[src/rtl/queue_pkg.sv]
// Shared sizing helpers for the queue_param FIFO and its pointer counters.
// Latency: n/a (compile-time constants only).
// Backpressure: n/a.
package queue_pkg;

    // Pointer width: index bits plus one wrap bit, so full and empty can be told apart.
    function automatic int ptr_w(input int depth);
        return $clog2(depth) + 1;
    endfunction

    // Occupancy counter must represent 0..DEPTH inclusive, which needs the same width as a pointer.
    function automatic int count_w(input int depth);
        return $clog2(depth) + 1;
    endfunction

endpackage

[src/rtl/queue_ptr.sv]
// Wrap-bit pointer counter used for both the read and the write side of the FIFO.
// Latency: the pointer advances one cycle after inc is sampled.
// Backpressure: none; the caller only pulses inc on an accepted handshake.
module queue_ptr #(
    parameter int PTR_W = 4
) (
    input  logic             clk,
    input  logic             rst,
    input  logic             clr,
    input  logic             inc,
    output logic [PTR_W-1:0] ptr
);

    logic [PTR_W-1:0] ptr_q;
    logic [PTR_W-1:0] ptr_d;

    // Next pointer: reset and clear both return to zero, otherwise step and wrap modulo 2*DEPTH.
    always_comb begin
        ptr_d = ptr_q;
        if (clr) begin
            ptr_d = '0;
        end else if (inc) begin
            ptr_d = ptr_q + 1'b1;
        end
    end

    // Pointer register with synchronous reset.
    always_ff @(posedge clk) begin
        if (rst) begin
            ptr_q <= '0;
        end else begin
            ptr_q <= ptr_d;
        end
    end

    assign ptr = ptr_q;

endmodule

[src/rtl/queue_param.sv]
// Show-ahead synchronous FIFO with valid/ready on both push and pop sides.
// Latency: a pushed word is visible on DATA_OUT one cycle later; no fall-through when empty.
// Backpressure: push_ready drops when full and pop_valid drops when empty, both from registered state only.
module queue_param
    import queue_pkg::*;
#(
    parameter int LENGTH = 32,
    parameter int DEPTH  = 8
) (
    input  logic                        clk,
    input  logic                        rst,
    input  logic                        flush,
    input  logic                        push_valid,
    output logic                        push_ready,
    input  logic [LENGTH-1:0]           DATA_IN,
    output logic                        pop_valid,
    input  logic                        pop_ready,
    output logic [LENGTH-1:0]           DATA_OUT,
    output logic [count_w(DEPTH)-1:0]   count
);

    localparam int PTR_W = ptr_w(DEPTH);
    localparam int CNT_W = count_w(DEPTH);
    localparam int IDX_W = PTR_W - 1;

    logic [PTR_W-1:0]  wr_ptr;
    logic [PTR_W-1:0]  rd_ptr;
    logic [IDX_W-1:0]  wr_idx;
    logic [IDX_W-1:0]  rd_idx;
    logic              empty;
    logic              full;
    logic              push_fire;
    logic              pop_fire;
    logic              wr_en;
    logic [CNT_W-1:0]  count_q;
    logic [CNT_W-1:0]  count_d;
    logic [LENGTH-1:0] mem_q [DEPTH];

    assign wr_idx = wr_ptr[IDX_W-1:0];
    assign rd_idx = rd_ptr[IDX_W-1:0];

    // Same index with differing wrap bits means the writer is a full lap ahead.
    assign empty = (wr_ptr == rd_ptr);
    assign full  = (wr_idx == rd_idx) && (wr_ptr[PTR_W-1] != rd_ptr[PTR_W-1]);

    assign push_ready = !full;
    assign pop_valid  = !empty;
    assign push_fire  = push_valid && push_ready;
    assign pop_fire   = pop_valid && pop_ready;

    // A flush or reset cycle drops the offered word, so memory must not be written then either.
    assign wr_en = push_fire && !flush && !rst;

    queue_ptr #(.PTR_W(PTR_W)) u_wr_ptr (
        .clk (clk),
        .rst (rst),
        .clr (flush),
        .inc (push_fire),
        .ptr (wr_ptr)
    );

    queue_ptr #(.PTR_W(PTR_W)) u_rd_ptr (
        .clk (clk),
        .rst (rst),
        .clr (flush),
        .inc (pop_fire),
        .ptr (rd_ptr)
    );

    // Storage array; deliberately not reset, stale contents are masked by the pointers.
    always_ff @(posedge clk) begin
        if (wr_en) begin
            mem_q[wr_idx] <= DATA_IN;
        end
    end

    // Occupancy: flush empties, otherwise +1 on push only, -1 on pop only.
    always_comb begin
        count_d = count_q;
        if (flush) begin
            count_d = '0;
        end else begin
            case ({push_fire, pop_fire})
                2'b10:   count_d = count_q + 1'b1;
                2'b01:   count_d = count_q - 1'b1;
                default: count_d = count_q;
            endcase
        end
    end

    // Occupancy register with synchronous reset.
    always_ff @(posedge clk) begin
        if (rst) begin
            count_q <= '0;
        end else begin
            count_q <= count_d;
        end
    end

    assign count    = count_q;
    assign DATA_OUT = pop_valid ? mem_q[rd_idx] : '0;

endmodule

[config.mk]
export PLATFORM = sky130hd
export DESIGN_NAME = queue_param
export DESIGN_NICKNAME = d
export VERILOG_FILES = /design/src/rtl/queue_pkg.sv /design/src/rtl/queue_ptr.sv /design/src/rtl/queue_param.sv
export SDC_FILE = /design/constraint.sdc
export NUM_CORES = 1
export LEC_CHECK = 0
export BUFFER_PORTS_ARGS = -buffer_cell sky130_fd_sc_hd__buf_2
export CORE_MARGIN = 1.5
export CORE_UTILIZATION = 30
export DETAILED_ROUTE_END_ITERATION = 8
export GPL_TIMING_DRIVEN = 0
export SLEW_MARGIN = 30
export SYNTH_ARGS = -nofsm -noshare
export SYNTH_HDL_FRONTEND = slang
export SYNTH_SLANG_ARGS = --single-unit
export TNS_END_PERCENT = 1
[constraint.sdc]
create_clock -name clk -period 10.8 [get_ports clk]
set_clock_uncertainty 0.2 [all_clocks]
set_input_delay 2.7 -clock clk [delete_from_list [all_inputs] [get_ports clk]]
set_output_delay 2.7 -clock clk [all_outputs]
set_load 0.02 [all_outputs]
==> summary.md <==
| Metric | Value |
|---|---|
| Status | `finished clean` |
| Largest net degree at the start of global routing | `16` |
| Root Buffer | `clkbuf_16` |
| Tmin final | `between 5000 and 6000 ps` |
| Clk_lat worst skew | `around 530 ps` |
| Sw Share | `19.77%` |
| Overall routing resource usage | `between 10% and 20%` |
| Final core utilization | `37.04%` |
| TritonRoute pass-1 iters | `6` |
| Antenna violations before repair | `4` |
| FMAX | `0.1741 GHz` |
| Met2 routed WL | `roughly 11 mm` |
| Asr flop ratio synth | `0%` |
| Final Power | `between 2 and 2.5 mW` |
| Pint | `1.738 mW` |
| Post-synthesis instance total | `between 500 and 600` |
| Filler instances | `3193` |
| CTS Buf Count | `28` |
| Setup bufs post-CTS | `0` |
| RSZ-0062 raised after global routing | `no` |
| Worst IR Drop VDD | `0.1266 mV` |
| Total core area | `roughly 0.035 mm2` |
| First-pass GRT wire length | `roughly 34 mm` |
| Final WS setup | `5056 ps` |
| CP arrival | `approximately 2800 ps` |
| RR Startpoint | `u_wr_ptr.ptr[1]` |
| Routed len/inst | `a little under 20 um` |
| Top cell type's share of synthesized area | `between 70% and 80%` |
| Post-route clock period utilization | `between 50% and 60%` |
| Crit path max fanout | `10` |
| Port Buffer Count | `between 70 and 80` |
| Storage element area | `0.007988 mm2` |
| Total grt overflow | `0` |
| Slew Limit Fails | `0` |
| Commonest cells after routing, fill and taps aside | `edfxtp_1 (256), buf_2 (97), mux4_2 (64), nor2_1 (43), mux2i_1 (33)` |
| Post-synthesis cell area | `0.01057 mm2` |
| CP startpoint kind | `flip-flop` |
| I/O Pins | `75` |
| CTS sink cnt | `roughly 270` |
| Power per cell area | `roughly 170 mW/mm2` |
| Die X | `190.7 um` |
| Multi-input logic area | `between 0.002 and 0.0025 mm2` |
| Distinct cells, synth | `35` |
| Highest Signal Layer | `met5` |
| Routed WL | `~22 mm` |
| Worst-path clk slew | `roughly 60 ps` |
| Leak pwr | `around 4.2 nW` |
| Synth warn | `0` |
| CP Capture Type | `output pin` |
| Clock power share | `between 40% and 50%` |
| Data required time of the worst path | `approximately 7900 ps` |
| Vias | `about 5.2k` |
| Comb pwr share | `between 3 and 4%` |
| DR iter-0 viols | `between 400 and 500` |
| Final setup fails | `0` |
| Die Area | `roughly 0.036 mm2` |
| CTS tree | `done` |
| Worst Tran Pin Value | `between 900 and 1000 ps` |
| Synth area leaders | `edfxtp_1 (73%), mux4_2 (14%), mux2i_1 (3.1%)` |
| Worst setup path endpoint | `DATA_OUT[30]` |
| M1 wire length | `between 10 and 15 mm` |
| Share of cells above drive strength 1 | `between 30 and 40%` |
| Routability Congestion | `0.6619` |
| Syn Nets | `~550` |
| Vias per cell | `approximately 4.6` |
| Maximum root-to-sink buffer count | `3` |
| NetSw | `0.4283 mW` |
| Post-synthesis sequential area ratio | `about three quarters` |
| Nets | `between 600 and 700` |
| Seq pwr share | `between 50% and 60%` |
| CTS H-Tree Depth | `1` |
| Reg-to-Reg End | `mem_q[3][18]` |
| R2R cell count | `8` |
| Antenna viol nets, final | `0` |
| Synth Register Bits | `about 270` |
| Worst slack, placed | `5446 ps` |
| Flop-to-flop setup slack | `7720 ps` |
| Main synth FF type | `edfxtp_1` |
| Vias in the first global route | `approximately 5.4k` |
| Hold Vio Cnt, Final | `0` |
| Hold buffers post-CTS | `0` |
| Initial Utilization | `a little under a third` |
| Post-synth EDFFs | `between 200 and 300` |
| Area added between synthesis and finish | `21.32%` |
| Worst rel slew slack | `34.71%` |
| Avg Inst Size Synth | `~21 um2` |
| Post-cts sizing count | `0` |
| Worst Hold Class | `flip-flop to flip-flop` |
| Wire length on met3 | `between 1 and 1.5 mm` |
| Drt drc | `0` |
| Commonest non-fill, non-tap cell in the layout | `edfxtp_1` |
| Post-synth top area cell | `edfxtp_1` |
| Die Y | `190.7 um` |
| Max cap viols | `0` |
| Std cell rows | `68` |
| CP Class | `flip-flop to output pin` |
| HPWL after detailed placement | `15.28 mm` |
-- stage by stage --
stage / cells / area [um2] / TNS, ps / hold slack (ps)
after global placement: 1035 / 11510 / -25750 / 268.8
final: 1129 / 12820 / 0 / 270.4
after CTS: 1128 / 12820 / 0 / 274.7
after floorplan: 506 / 10570 / 0 / 303.6
after global routing: 1128 / 12820 / 0 / 301.2
after detailed placement: 1078 / 11930 / 0 / 266.9
-- logic make-up (layout without fill, tap and decap cells) --
logic type,Yosys count,after routing,synth area share (%)
DFF,271,271,75.56
muxes,97,97,16.76
and+or+nand+nor,74,74,3.539
buffers and inverters,33,200,1.302
AOI/OAI and AO/OA,16,16,1.101
xor gates and xnor gates,9,9,0.9587
adders and majority gates,6,6,0.7812
other,0,1,0
-- flip-flops by register name, indices dropped and copies added, names as in the netlist, named ones only --
| signal | count |
|---|---|
| count | 4 |
| mem_q | 256 |
| u_rd_ptr.ptr | 4 |
| u_wr_ptr.ptr | 4 |
-- how the worst min path moves through the flow --
stage                    start              end  slack (ps)  cells past startpoint
2_1_floorplan  u_rd_ptr.ptr[3]  u_rd_ptr.ptr[3]         300                      2
3_3_place_gp          count[3]         count[3]         270                      2
3_5_place_dp          count[3]         count[3]         270                      2
4_1_cts               count[3]         count[3]         270                      2
5_1_grt               count[3]         count[3]         300                      2
6_report              count[3]         count[3]         270                      2
-- power by group through the flow --
stage	Sequential [mW]	Clock (mW)	Combinational, mW
floorplan	1.18	0	0.0407
detailed placement	1.18	0	0.0803
global route	1.16	0.990	0.0863
CTS	1.16	0.950	0.0804
global placement	1.18	0	0.0766
finish	1.16	0.932	0.0781
-- synth_stat cells, types with 2 or more instances --
cell	instances
nand4_1	2
a211oi_1	2
xor2_2	3
nor2_1	45
clkbuf_1	15
nor4_4	2
nand3_1	4
nor3_1	4
mux4_2	64
xor2_1	5
mux2i_1	33
o41ai_2	2
ha_1	5
inv_1	7
nand2_1	5
dfxtp_1	15
or3_1	3
edfxtp_1	256
buf_2	10
nand2b_1	2
o21ai_0	4
a21oi_1	5
-- worst max-delay path, cell delays in order (launching register included) --
cell,delay (ps)
dfxtp_1,300
clkbuf_1,440
clkbuf_1,660
mux4_2,400
mux2i_1,180
nor2_1,110
buf_2,210
-- metal layers --
metal | up-vias | track usage [%]
li1 | 2365 | -
met5 | - | 0
met3 | 42 | 2.484
met2 | 103 | 20.38
met4 | 6 | 2.998
met1 | 2696 | 17.57
-- cell type report --
cell class | count | share of cell area, %
Sequential cell | 271 | 62.28
Inverter | 7 | 0.2049
Antenna cell | 1 | 0.01951
Timing Repair Buffer | 117 | 5.766
Buffer | 26 | 0.8683
Tap cell | 455 | 4.439
Clock inverter | 18 | 1.229
Multi-Input combinational cell | 202 | 19.44
Clock buffer | 32 | 5.746
(Power assumes the default switching activity.)
